--- src/rtl/rom_player_pkg.sv ---
// Shared types and helpers for the ROM pattern player: FSM state encoding,
// tick counter width and the last-address test.
package rom_player_pkg;

  typedef enum logic [2:0] {
    IDLE,
    FETCH,
    LOAD,
    SHIFT,
    NEXT
  } state_t;

  localparam int TICK_WIDTH = 8;

  function automatic logic is_last_addr(input logic [31:0] addr, input int addr_width);
    return addr == ((32'd1 << addr_width) - 32'd1);
  endfunction

endpackage

--- src/rtl/rom_pattern_player_if.sv ---
// Control, ROM and serial-output signals of the ROM pattern player.
// master = the environment (start/stop and ROM data), slave = the player.
interface rom_pattern_player_if #(
  parameter int Data_width = 8,
  parameter int Addr_width = 3
);
  logic                  start;
  logic                  stop;
  logic [Addr_width-1:0] addr;
  logic [Data_width-1:0] data;
  logic                  sout;
  logic                  bit_stb;
  logic                  busy;
  logic                  done;

  modport master (
    output start, stop, data,
    input  addr, sout, bit_stb, busy, done
  );

  modport slave (
    input  start, stop, data,
    output addr, sout, bit_stb, busy, done
  );
endinterface

--- src/rtl/bit_timer.sv ---
// Bit-period timer: counts Bit_ticks cycles per serial bit and flags the first
// (bit_stb) and last (bit_end) cycle of each bit while run is high.
module bit_timer
  import rom_player_pkg::*;
#(
  parameter int Bit_ticks = 4
) (
  input  logic clk,
  input  logic reset,
  input  logic clear,
  input  logic run,
  output logic bit_stb,
  output logic bit_end
);

  logic [TICK_WIDTH-1:0] tick;
  logic                  tick_last;

  assign tick_last = tick == TICK_WIDTH'(Bit_ticks - 1);
  assign bit_stb   = run && (tick == '0);
  assign bit_end   = run && tick_last;

  // NOTE: registered state uses non-blocking assignments so every flop samples
  // pre-edge values, independent of process evaluation order.
  always_ff @(posedge clk or posedge reset) begin
    if (reset) begin
      tick <= '0;
    end else if (clear) begin
      tick <= '0;
    end else if (run) begin
      tick <= tick_last ? '0 : tick + 1'b1;
    end
  end

endmodule

--- src/rtl/rom_pattern_player.sv ---
// ROM pattern player: walks ROM addresses, captures each registered word and
// serializes it MSB first. Define ROM_PLAYER_LOOP_EN for continuous looping.
module rom_pattern_player
  import rom_player_pkg::*;
#(
  parameter int Data_width = 8,
  parameter int Addr_width = 3,
  parameter int Bit_ticks  = 4
) (
  input  logic                 clk,
  input  logic                 reset,
  rom_pattern_player_if.slave  bus
);

  localparam int Bcnt_width = $clog2(Data_width + 1);

  state_t                state, state_n;
  logic [Addr_width-1:0] addr_q, addr_n;
  logic [Data_width-1:0] shreg_q, shreg_n;
  logic [Bcnt_width-1:0] bit_cnt_q, bit_cnt_n;
  logic                  busy_q, busy_n;
  logic                  done_q, done_n;
  logic                  in_shift;
  logic                  bit_stb;
  logic                  bit_end;
`ifdef ROM_PLAYER_LOOP_EN
  logic                  stop_pend_q, stop_pend_n;
`else
  logic                  last_addr;
  assign last_addr = is_last_addr(32'(addr_q), Addr_width);
`endif

  assign in_shift = state == SHIFT;

  bit_timer #(
    .Bit_ticks (Bit_ticks)
  ) u_bit_timer (
    .clk     (clk),
    .reset   (reset),
    .clear   (state == LOAD),
    .run     (in_shift),
    .bit_stb (bit_stb),
    .bit_end (bit_end)
  );

  // NOTE: every signal written here gets a default first; a path that leaves
  // one unassigned would infer a latch.
  always_comb begin
    state_n   = state;
    addr_n    = addr_q;
    shreg_n   = shreg_q;
    bit_cnt_n = bit_cnt_q;
    busy_n    = busy_q;
    done_n    = 1'b0;
`ifdef ROM_PLAYER_LOOP_EN
    stop_pend_n = stop_pend_q | (busy_q & bus.stop);
`endif
    case (state)
      IDLE: begin
        if (bus.start) begin
          state_n = FETCH;
          addr_n  = '0;
          busy_n  = 1'b1;
        end
      end
      FETCH: state_n = LOAD;
      LOAD: begin
        shreg_n   = bus.data;
        bit_cnt_n = '0;
        state_n   = SHIFT;
      end
      SHIFT: begin
        if (bit_end) begin
          shreg_n   = shreg_q << 1;
          bit_cnt_n = bit_cnt_q + 1'b1;
          if (bit_cnt_q == Bcnt_width'(Data_width - 1)) state_n = NEXT;
        end
      end
      NEXT: begin
`ifdef ROM_PLAYER_LOOP_EN
        // A pending stop ends the frame at whatever address just finished.
        if (stop_pend_n) begin
          state_n     = IDLE;
          busy_n      = 1'b0;
          done_n      = 1'b1;
          stop_pend_n = 1'b0;
        end else begin
          addr_n  = addr_q + 1'b1;
          state_n = FETCH;
        end
`else
        if (last_addr) begin
          state_n = IDLE;
          busy_n  = 1'b0;
          done_n  = 1'b1;
        end else begin
          addr_n  = addr_q + 1'b1;
          state_n = FETCH;
        end
`endif
      end
      default: state_n = IDLE;
    endcase
  end

  always_ff @(posedge clk or posedge reset) begin
    if (reset) begin
      state     <= IDLE;
      addr_q    <= '0;
      shreg_q   <= '0;
      bit_cnt_q <= '0;
      busy_q    <= 1'b0;
      done_q    <= 1'b0;
`ifdef ROM_PLAYER_LOOP_EN
      stop_pend_q <= 1'b0;
`endif
    end else begin
      state     <= state_n;
      addr_q    <= addr_n;
      shreg_q   <= shreg_n;
      bit_cnt_q <= bit_cnt_n;
      busy_q    <= busy_n;
      done_q    <= done_n;
`ifdef ROM_PLAYER_LOOP_EN
      stop_pend_q <= stop_pend_n;
`endif
    end
  end

  assign bus.addr    = addr_q;
  assign bus.sout    = in_shift & shreg_q[Data_width-1];
  assign bus.bit_stb = bit_stb;
  assign bus.busy    = busy_q;
  assign bus.done    = done_q;

endmodule

--- src/flat_wrapper.sv ---
// flat-port wrapper written by rule: the top's interface ports become plain ports
module rom_pattern_player_flat import rom_player_pkg::*;
#(
  parameter int Data_width = 8,
  parameter int Addr_width = 3,
  parameter int Bit_ticks  = 4
)
  (clk, reset, bus_start, bus_stop, bus_data, bus_addr, bus_sout, bus_bit_stb, bus_busy, bus_done);
  rom_pattern_player_if #(.Data_width(Data_width), .Addr_width(Addr_width)) bus_i ();
  input  logic clk;
  input  logic reset;
  input wire logic [$bits(bus_i.start)-1:0] bus_start;
  input wire logic [$bits(bus_i.stop)-1:0] bus_stop;
  input wire logic [$bits(bus_i.data)-1:0] bus_data;
  output wire logic [$bits(bus_i.addr)-1:0] bus_addr;
  output wire logic [$bits(bus_i.sout)-1:0] bus_sout;
  output wire logic [$bits(bus_i.bit_stb)-1:0] bus_bit_stb;
  output wire logic [$bits(bus_i.busy)-1:0] bus_busy;
  output wire logic [$bits(bus_i.done)-1:0] bus_done;
  assign bus_i.start = bus_start;
  assign bus_i.stop = bus_stop;
  assign bus_i.data = bus_data;
  assign bus_addr = bus_i.addr;
  assign bus_sout = bus_i.sout;
  assign bus_bit_stb = bus_i.bit_stb;
  assign bus_busy = bus_i.busy;
  assign bus_done = bus_i.done;
  rom_pattern_player #(.Data_width(Data_width), .Addr_width(Addr_width), .Bit_ticks(Bit_ticks)) u_core (.clk(clk), .reset(reset), .bus(bus_i));
endmodule
--- config.mk ---
export PLATFORM = sky130hd
export DESIGN_NAME = rom_pattern_player_flat
export DESIGN_NICKNAME = d
export VERILOG_FILES = /design/src/rtl/rom_player_pkg.sv /design/src/rtl/rom_pattern_player_if.sv /design/src/rtl/bit_timer.sv /design/src/rtl/rom_pattern_player.sv /design/src/flat_wrapper.sv
export SDC_FILE = /design/constraint.sdc
export NUM_CORES = 1
export LEC_CHECK = 0
export CAP_MARGIN = 10
export CORE_ASPECT_RATIO = 0.8
export CORE_MARGIN = 2
export CORE_UTILIZATION = 54
export CTS_BUF_LIST = sky130_fd_sc_hd__clkbuf_8 sky130_fd_sc_hd__clkbuf_16
export CTS_CLUSTER_DIAMETER = 60
export DETAILED_ROUTE_END_ITERATION = 16
export PLACE_DENSITY = 0.78
export SYNTH_ARGS = -nofsm -noshare
export SYNTH_HDL_FRONTEND = slang
export SYNTH_SLANG_ARGS = --single-unit
--- constraint.sdc ---
create_clock -name clk -period 2.2 [get_ports clk]
set_input_delay 0.66 -clock clk [delete_from_list [all_inputs] [get_ports clk]]
set_output_delay 0.66 -clock clk [all_outputs]
set_load 0.05 [all_outputs]
==> results of run 1 <==
## cells in the mapped netlist (all sizes together)
cell type / count
nand2: 32
dfrtp: 28
o21ai: 12
mux2: 9
a22o: 8
nor2: 7
clkbuf: 5
ha: 5
and3: 4
buf: 4
nand2b: 4
a21oi: 3
inv: 3
nand3: 3
nor3: 3
a21o: 2
a31oi: 2
a41oi: 2
nand3b: 2
nand4: 2
o31ai: 2
xnor2: 2
xor2: 2
a211oi: 1
and2: 1
and3b: 1
and4b: 1
nor2b: 1
nor3b: 1
nor4: 1
nor4b: 1
## sequential cells by signal (all words and copies together) (netlist names)
signal,cells
u_core.bus.busy,1
u_core.bit_cnt_q,4
u_core.bus.done,1
u_core.state,3
u_core.shreg_q,8
u_core.u_bit_timer.tick,8
u_core.bus.addr,3
## where the power goes
| group | switching [mW] | total (mW) | internal (mW) |
|---|---|---|---|
| Combinational | 0.505 | 0.973 | 0.467 |
| Clock | 0.154 | 0.314 | 0.160 |
| Sequential | 0.0885 | 0.723 | 0.634 |
## critical path, stage by stage (launching register included)
cell and delay [ps]:
dfrtp_2 440, nor3_4 190, nor3b_4 200, and4b_1 250, buf_12 140
## logic make-up after synthesis
logic type / Yosys count / share of synthesized area, %
adders and majority gates: 5 / 4.08
xor gates and xnor gates: 4 / 2.28
buffers and inverters: 12 / 3.75
DFF: 28 / 45.7
AOI/OAI and AO/OA: 32 / 13.9
and+or+nand+nor: 64 / 21.9
muxes: 9 / 8.32
## timing repair
item / CTS / global route
pin swaps: 2 / 0
buffers inserted: 4 / 0
setup endpoints to repair: 1 / 2
resized for setup: 4 / 1
## per-stage QoR
stage / setup TNS [ps] / area, um2 / hold WS, ps / setup slack (ps)
6_report: 0 / 1870 / 517 / 34.1
5_1_grt: -53.8 / 1870 / 545 / -53.8
4_1_cts: 0 / 1870 / 522 / 17.9
3_5_place_dp: 0 / 1770 / 495 / 179
3_3_place_gp: 0 / 1770 / 488 / 238
2_1_floorplan: 0 / 1530 / 473 / 53.5
## worst paths after layout
check,from,to,slack [ps],depth (start not counted)
setup / recovery,u_core.u_bit_timer.tick[4],bus_bit_stb,30,4
hold / removal,u_core.shreg_q[7],u_core.shreg_q[7],520,1
setup reg to reg,u_core.u_bit_timer.tick[0],u_core.u_bit_timer.tick[7],270,6
hold reg to reg,u_core.shreg_q[7],u_core.shreg_q[7],520,1
max in group asynchronous,reset,u_core.state[1],1170,3
min in group asynchronous,reset,u_core.u_bit_timer.tick[1],740,3
## area by class of cell
type                       instances  share of cell area (%)
sequential                        28                    37.7
tap                               38                    2.54
inverter                           3                   0.602
timing repair buffer              28                    14.2
clock buffer                       4                    2.94
multi-input combinational        114                    42.1
## metal layers
layer / routed length, um / vias to the layer above / track usage (%) / share of wire, %
li1: - / 586 / - / -
met1: 1460 / 581 / 30.9 / 48
met2: 1480 / 18 / 36.7 / 48
met3: 109 / 2 / 4.76 / 3.6
met4: 16 / 0 / 4.35 / 0.52
met5: 0 / - / 0 / 0
==> flow_summary.yaml, run 1 <==
run_status:
  status: "finished, final reports clean"
cts:
  worstSkewPairLatency_ps: 270
  cts_tree: "built"
  clkSlewWorstSetupHoldPaths_ps: 90
  cts.htree.levels: 1
  numCtsBuffers: 3
  count_of_hold_buffers_inserted_by_post_cts_repair: 0
  clk_path_buf_depth: 2
  tritoncts_num_sinks: 28
  ctsRootBufferMaster: "clkbuf_8"
synthesis:
  synth.top_cell.area_share_pct: 45.7
  count_of_mapped_cells_out_of_synthesis: 154
  post_synth_num_cell_types: 37
  yosys_register_bits: 28
  post-synth-top-area-cell: "dfrtp_1"
  synthesis.area_mm2: 0.00153
  synth-seq-area-share_pct: 45.7
  synth.avg_cell_area_um2: 9.96
  ys_warn_count: 0
  synthTopCellsByArea: "dfrtp_1, nand2_1, mux2_4"
  syn-num-nets: 171
power_and_ir_drop:
  finalPower_mw: 2.01
  leakagePower_nw: 0.899
  vdd_drop_max_uv: 781
  power_density_mw_per_mm2: 1070
routing:
  total_wire_length_mm: 3.07
  first_pass_iters: 4
  wire_per_inst_um: 14.3
  drt_iter0_markers: 87
  ant_nets: 0
  routed_via_density: 5.52
  drc_errors: 0
  route.vias.total: 1187
global_route:
  number_of_antenna_violations_at_the_first_check_in_global_routing: 0
  groute.usage.overall_pct: 22.3
  grt_pass1_wl_mm: 5.68
  grt.overflow.total: 0
  grt_start_max_net_pins: 29
  number_of_global_route_vias_before_repair: 1204
floorplanning:
  fp.coreArea_mm2: 0.00272
  start_util_pct: 56.3
  floorplan.die_area_mm2: 0.00329
  chipHeight_um: 51.7
  num_rows: 17
  floorplan.die.width_um: 63.6
  floorplan.io_pins: 19
timing:
  slew_violations: 0
  setup-violations-final: 0
  finalHoldViolations: 0
  finClkSkew_ps: 6.87
  rsz0062_at_grt: "yes"
  max_slew.worst_pin.slew_ps: 556
  headroom_to_the_max_slew_limit_pct: 62.9
  finalWorstPathRequiredPeriod_ps: 2170
  clock.fmax_mhz: 462
  finalCritPeriodShare_pct: 98.4
worst_setup_path:
  worst_setup_path_start_kind: "flop"
  crit_type: "flop to output port"
  crit_path_end_kind: "output port"
  crit_path_max_fanout: 2
  cp_data_arrival_time_ps: 1510
  cp_data_required_time_ps: 1540
final_layout:
  leading_cell_type_in_the_layout_fill_and_taps_excluded: "nand2_1"
  layout-area-overhead-vs-synth_pct: 21.9
  num_antenna_cells: 0
  multi_input_area_um2: 787
  final_cell_count_no_fill: 215
  postLayoutCoreUtil_pct: 68.7
  seq_cell_area_um2: 704
  final.fill_count: 250
  post_layout_nets: 195
  most-common-layout-cells: "nand2_1, dfrtp_1, buf_4"
  drive_above_1_share_pct: 20.9
placed_design:
  dpl.hpwl_mm: 2.14
  count_of_input_and_output_buffers: 17
  place.gp.congestion: 0.856
  placed_cells_incl_taps: 207
run:
  max-cap-violations: 0
worst_hold_path:
  timing.hold.worst.class: "flop to flop"
(Power assumes the default switching activity.)
==> run 2: changes to the inputs <==
HOLD_SLACK_MARGIN = 0.02   (was not set)
TNS_END_PERCENT = 30   (was not set)
==> results of run 2 <==
The final DEF is identical to that of run 1; final timing and power are the same.
==> run 3: changes to the inputs <==
ABC_AREA = 1   (was not set)
CORE_MARGIN = not set   (was 2)
CORE_UTILIZATION = 55   (was 54)
PLACE_DENSITY = 0.79   (was 0.78)
clock period = 2.6 ns   (was 2.2 ns; I/O delays follow)
==> run 3 against run 2 <==
  * Area after synthesis fell by 2.2%
  * Total power rose by 0.42%
  * Register-to-register slack better by 770 ps
  * Largest cell class is now sequential cells
==> flow_summary.yaml, run 3 <==
run_status:
  status: "finished, final reports clean"
synthesis:
  post_synth_num_cell_types: 27
  synth.top_cell.area_share_pct: 46.7
  synthesis.area_mm2: 0.00150
  post_synth_most_frequent_cells: "nand2_1, dfrtp_1, inv_1"
  synth_top_family_by_area: "simple AND/OR/NAND/NOR gates"
  yosys_register_bits: 28
  yosys.area_share.simple_pct: 25.4
  syn-num-nets: 204
  ys_async_sr_fraction_pct: 100
  synth-seq-area-share_pct: 46.7
  leading_cell_type_by_number_of_instances_after_synthesis: "nand2_1"
  synth_adder_area_share_pct: 4.17
  synth.avg_cell_area_um2: 8.02
  post-synth-top-area-cell: "dfrtp_1"
  ys_warn_count: 0
  compound_cell_area_share_of_the_yosys_netlist_pct: 12.8
  post_synth_xor_area_fraction_pct: 2.34
  synthTopCellsByArea: "dfrtp_1, nand2_1, inv_1"
  synth-main-ff-cell: "dfrtp_1"
  synth_edf_count: 0
  synthMuxAreaShare_pct: 0
  count_of_mapped_cells_out_of_synthesis: 187
power_and_ir_drop:
  vdd_drop_max_uv: 577
  power_density_mw_per_mm2: 1140
  power.net_switching_uw: 934
  power.combinational.fraction_pct: 52.2
  p_clk_share_pct: 13.2
  seqPwrFrac_pct: 34.6
  net_sw_share_pct: 46.3
  leakagePower_nw: 0.861
  intPower_mw: 1.08
timing:
  finalWorstPathRequiredPeriod_ps: 2320
  headroom_to_the_max_slew_limit_pct: 67.0
  finalCritPeriodShare_pct: 89.1
  clock.fmax_mhz: 432
  max_slew.worst_pin.slew_ps: 493
  setup-violations-final: 0
  finClkSkew_ps: 7.50
  slew_violations: 0
  rsz0062_at_grt: "no"
  finalHoldViolations: 0
  totalNegativeSetupSlack_ps: 0
routing:
  route.vias.total: 1279
  drt_iter0_markers: 57
  routed_via_density: 5.26
  ant_nets: 0
  drc_errors: 0
  wire_per_inst_um: 11.9
  total_wire_length_mm: 2.90
  first_pass_iters: 7
global_route:
  grt.overflow.total: 0
  number_of_antenna_violations_at_the_first_check_in_global_routing: 0
  grt_pass1_wl_mm: 4.91
  grt_start_max_net_pins: 29
  number_of_global_route_vias_before_repair: 1154
  groute.usage.overall_pct: 22.0
cts:
  tritoncts_num_sinks: 28
  clk_path_buf_depth: 2
  post_cts.repair.setup_buffers: 0
  worstSkewPairLatency_ps: 280
  ctsRootBufferMaster: "clkbuf_8"
  clkSlewWorstSetupHoldPaths_ps: 90
  count_of_hold_buffers_inserted_by_post_cts_repair: 0
  cts.htree.levels: 1
  cts_resized: 0
  numCtsBuffers: 3
  cts_tree: "built"
placed_design:
  dpl.hpwl_mm: 2.13
  count_of_input_and_output_buffers: 17
  place.gp.congestion: 0.835
floorplanning:
  floorplan.die.width_um: 60.4
  floorplan.die_area_mm2: 0.00294
  start_util_pct: 59.5
  floorplan.io_pins: 19
  chipHeight_um: 48.7
  num_rows: 16
  fp.coreArea_mm2: 0.00252
worst_setup_path:
  ff2ff_setup_slack_ps: 1040
  crit_chain: "inv_2 > nand3_4 > nor2_4 > and3_1 > buf_12"
  worst_setup_path_start_kind: "flop"
  regToRegStartpoint: "u_core.state[2]"
  crit_path_max_fanout: 7
  crit_path_end_kind: "output port"
  worst_r2r_endpoint: "u_core.u_bit_timer.tick[6]"
  crit_path_end: "bus_bit_stb"
  timing.critical_path.depth: 5
  worst_path_dominant_cell_family: "simple AND/OR/NAND/NOR gates"
  worst_path_largest_cell_delay_ps: 440
  cp_data_required_time_ps: 1820
  crit_path_start: "u_core.state[2]"
  timing.critical_path.buf_inv: 2
  worst_reg2reg_path_length_in_cells: 6
  cp_data_arrival_time_ps: 1540
  cp_slowest_cell: "dfrtp_1"
  crit_type: "flop to output port"
final_layout:
  final.fill_count: 218
  leading_cell_type_in_the_layout_fill_and_taps_excluded: "nand2_1"
  drive_above_1_share_pct: 6.28
  most-common-layout-cells: "nand2_1, dfrtp_1, inv_1"
  seq_cell_area_um2: 701
  reg_top3: "u_core.shreg_q x8, u_core.u_bit_timer.tick x8, u_core.bit_cnt_q x4"
  postLayoutCoreUtil_pct: 70.5
  multi_input_area_um2: 671
  num_antenna_cells: 0
  layout-area-overhead-vs-synth_pct: 18.5
  post_layout_nets: 225
worst_hold_path:
  timing.hold.worst.class: "flop to flop"
run:
  max-cap-violations: 0
run 3: cell types whose count changed in the layout (fill, tap and decap cells not counted), moves of 6 or more:
cell / delta
inv_1: +23
mux2_4: -7
nand3_1: +8
a22o_1: -7
nand2_1: +17
buf_4: -12
o21ai_1: +8
o21ai_0: +6
nor2_1: +8
run 3: cell families (layout without fill, tap and decap cells):
group / count (synthesis) / count (layout)
AND/OR/NAND/NOR: 84 / 84
AO/OA/AOI/OAI: 36 / 36
buffers and inverters: 30 / 50
flip-flops: 28 / 28
adder cells (fa/ha/maj): 5 / 5
XOR/XNOR: 4 / 4
run 3: power groups by stage:
stage	Sequential [mW]	Clock, mW	Combinational (mW)
4_1_cts	0.695	0.272	1.05
5_1_grt	0.715	0.292	1.20
3_3_place_gp	0.693	0	0.999
2_1_floorplan	0.691	0	0.804
6_report	0.698	0.266	1.05
3_5_place_dp	0.703	0	1.05
run 3: metrics by stage:
stage          setup WS, ps  hold WS (ps)  instances  area, um2  power (mW)
2_1_floorplan           379           472        187       1500        1.50
3_3_place_gp            601           495        239       1720        1.69
4_1_cts                 273           522        243       1780        2.02
5_1_grt                 192           543        243       1780        2.20
3_5_place_dp            583           505        239       1720        1.75
6_report                284           524        243       1780        2.02
run 3: layer usage:
| metal | global-route usage, % | up-vias | wire (um) |
|---|---|---|---|
| met1 | 30.0 | 600 | 1390 |
| met4 | 5.43 | 0 | 22 |
| li1 | - | 643 | - |
| met5 | 0 | - | 0 |
| met2 | 33.5 | 32 | 1330 |
| met3 | 7.22 | 4 | 159 |
run 3: layout make-up:
type                       count  area share [%]
sequential                    28            39.4
tap                           36            2.53
multi-input combinational    129            37.7
inverter                      27            5.70
clock buffer                   4            3.10
timing repair buffer          19            11.5
run 3: worst min path at each step:
stage | start | to | slack, ps | cells after the start
after floorplan | u_core.bit_cnt_q[0] | u_core.bit_cnt_q[0] | 470 | 1
after global placement | u_core.bit_cnt_q[0] | u_core.bit_cnt_q[0] | 500 | 1
after detailed placement | u_core.bit_cnt_q[0] | u_core.bit_cnt_q[0] | 510 | 1
after global routing | u_core.shreg_q[3] | u_core.shreg_q[3] | 540 | 2
after CTS | u_core.bit_cnt_q[0] | u_core.bit_cnt_q[0] | 520 | 1
final | u_core.shreg_q[3] | u_core.shreg_q[3] | 520 | 2
run 3: worst reg2reg max path: stages, from the launching register on:
cell and delay (ps):
dfrtp_1 440, inv_2 160, nand3_4 130, buf_4 220, nor2_1 300, nand2_1 80, o21ai_0 160
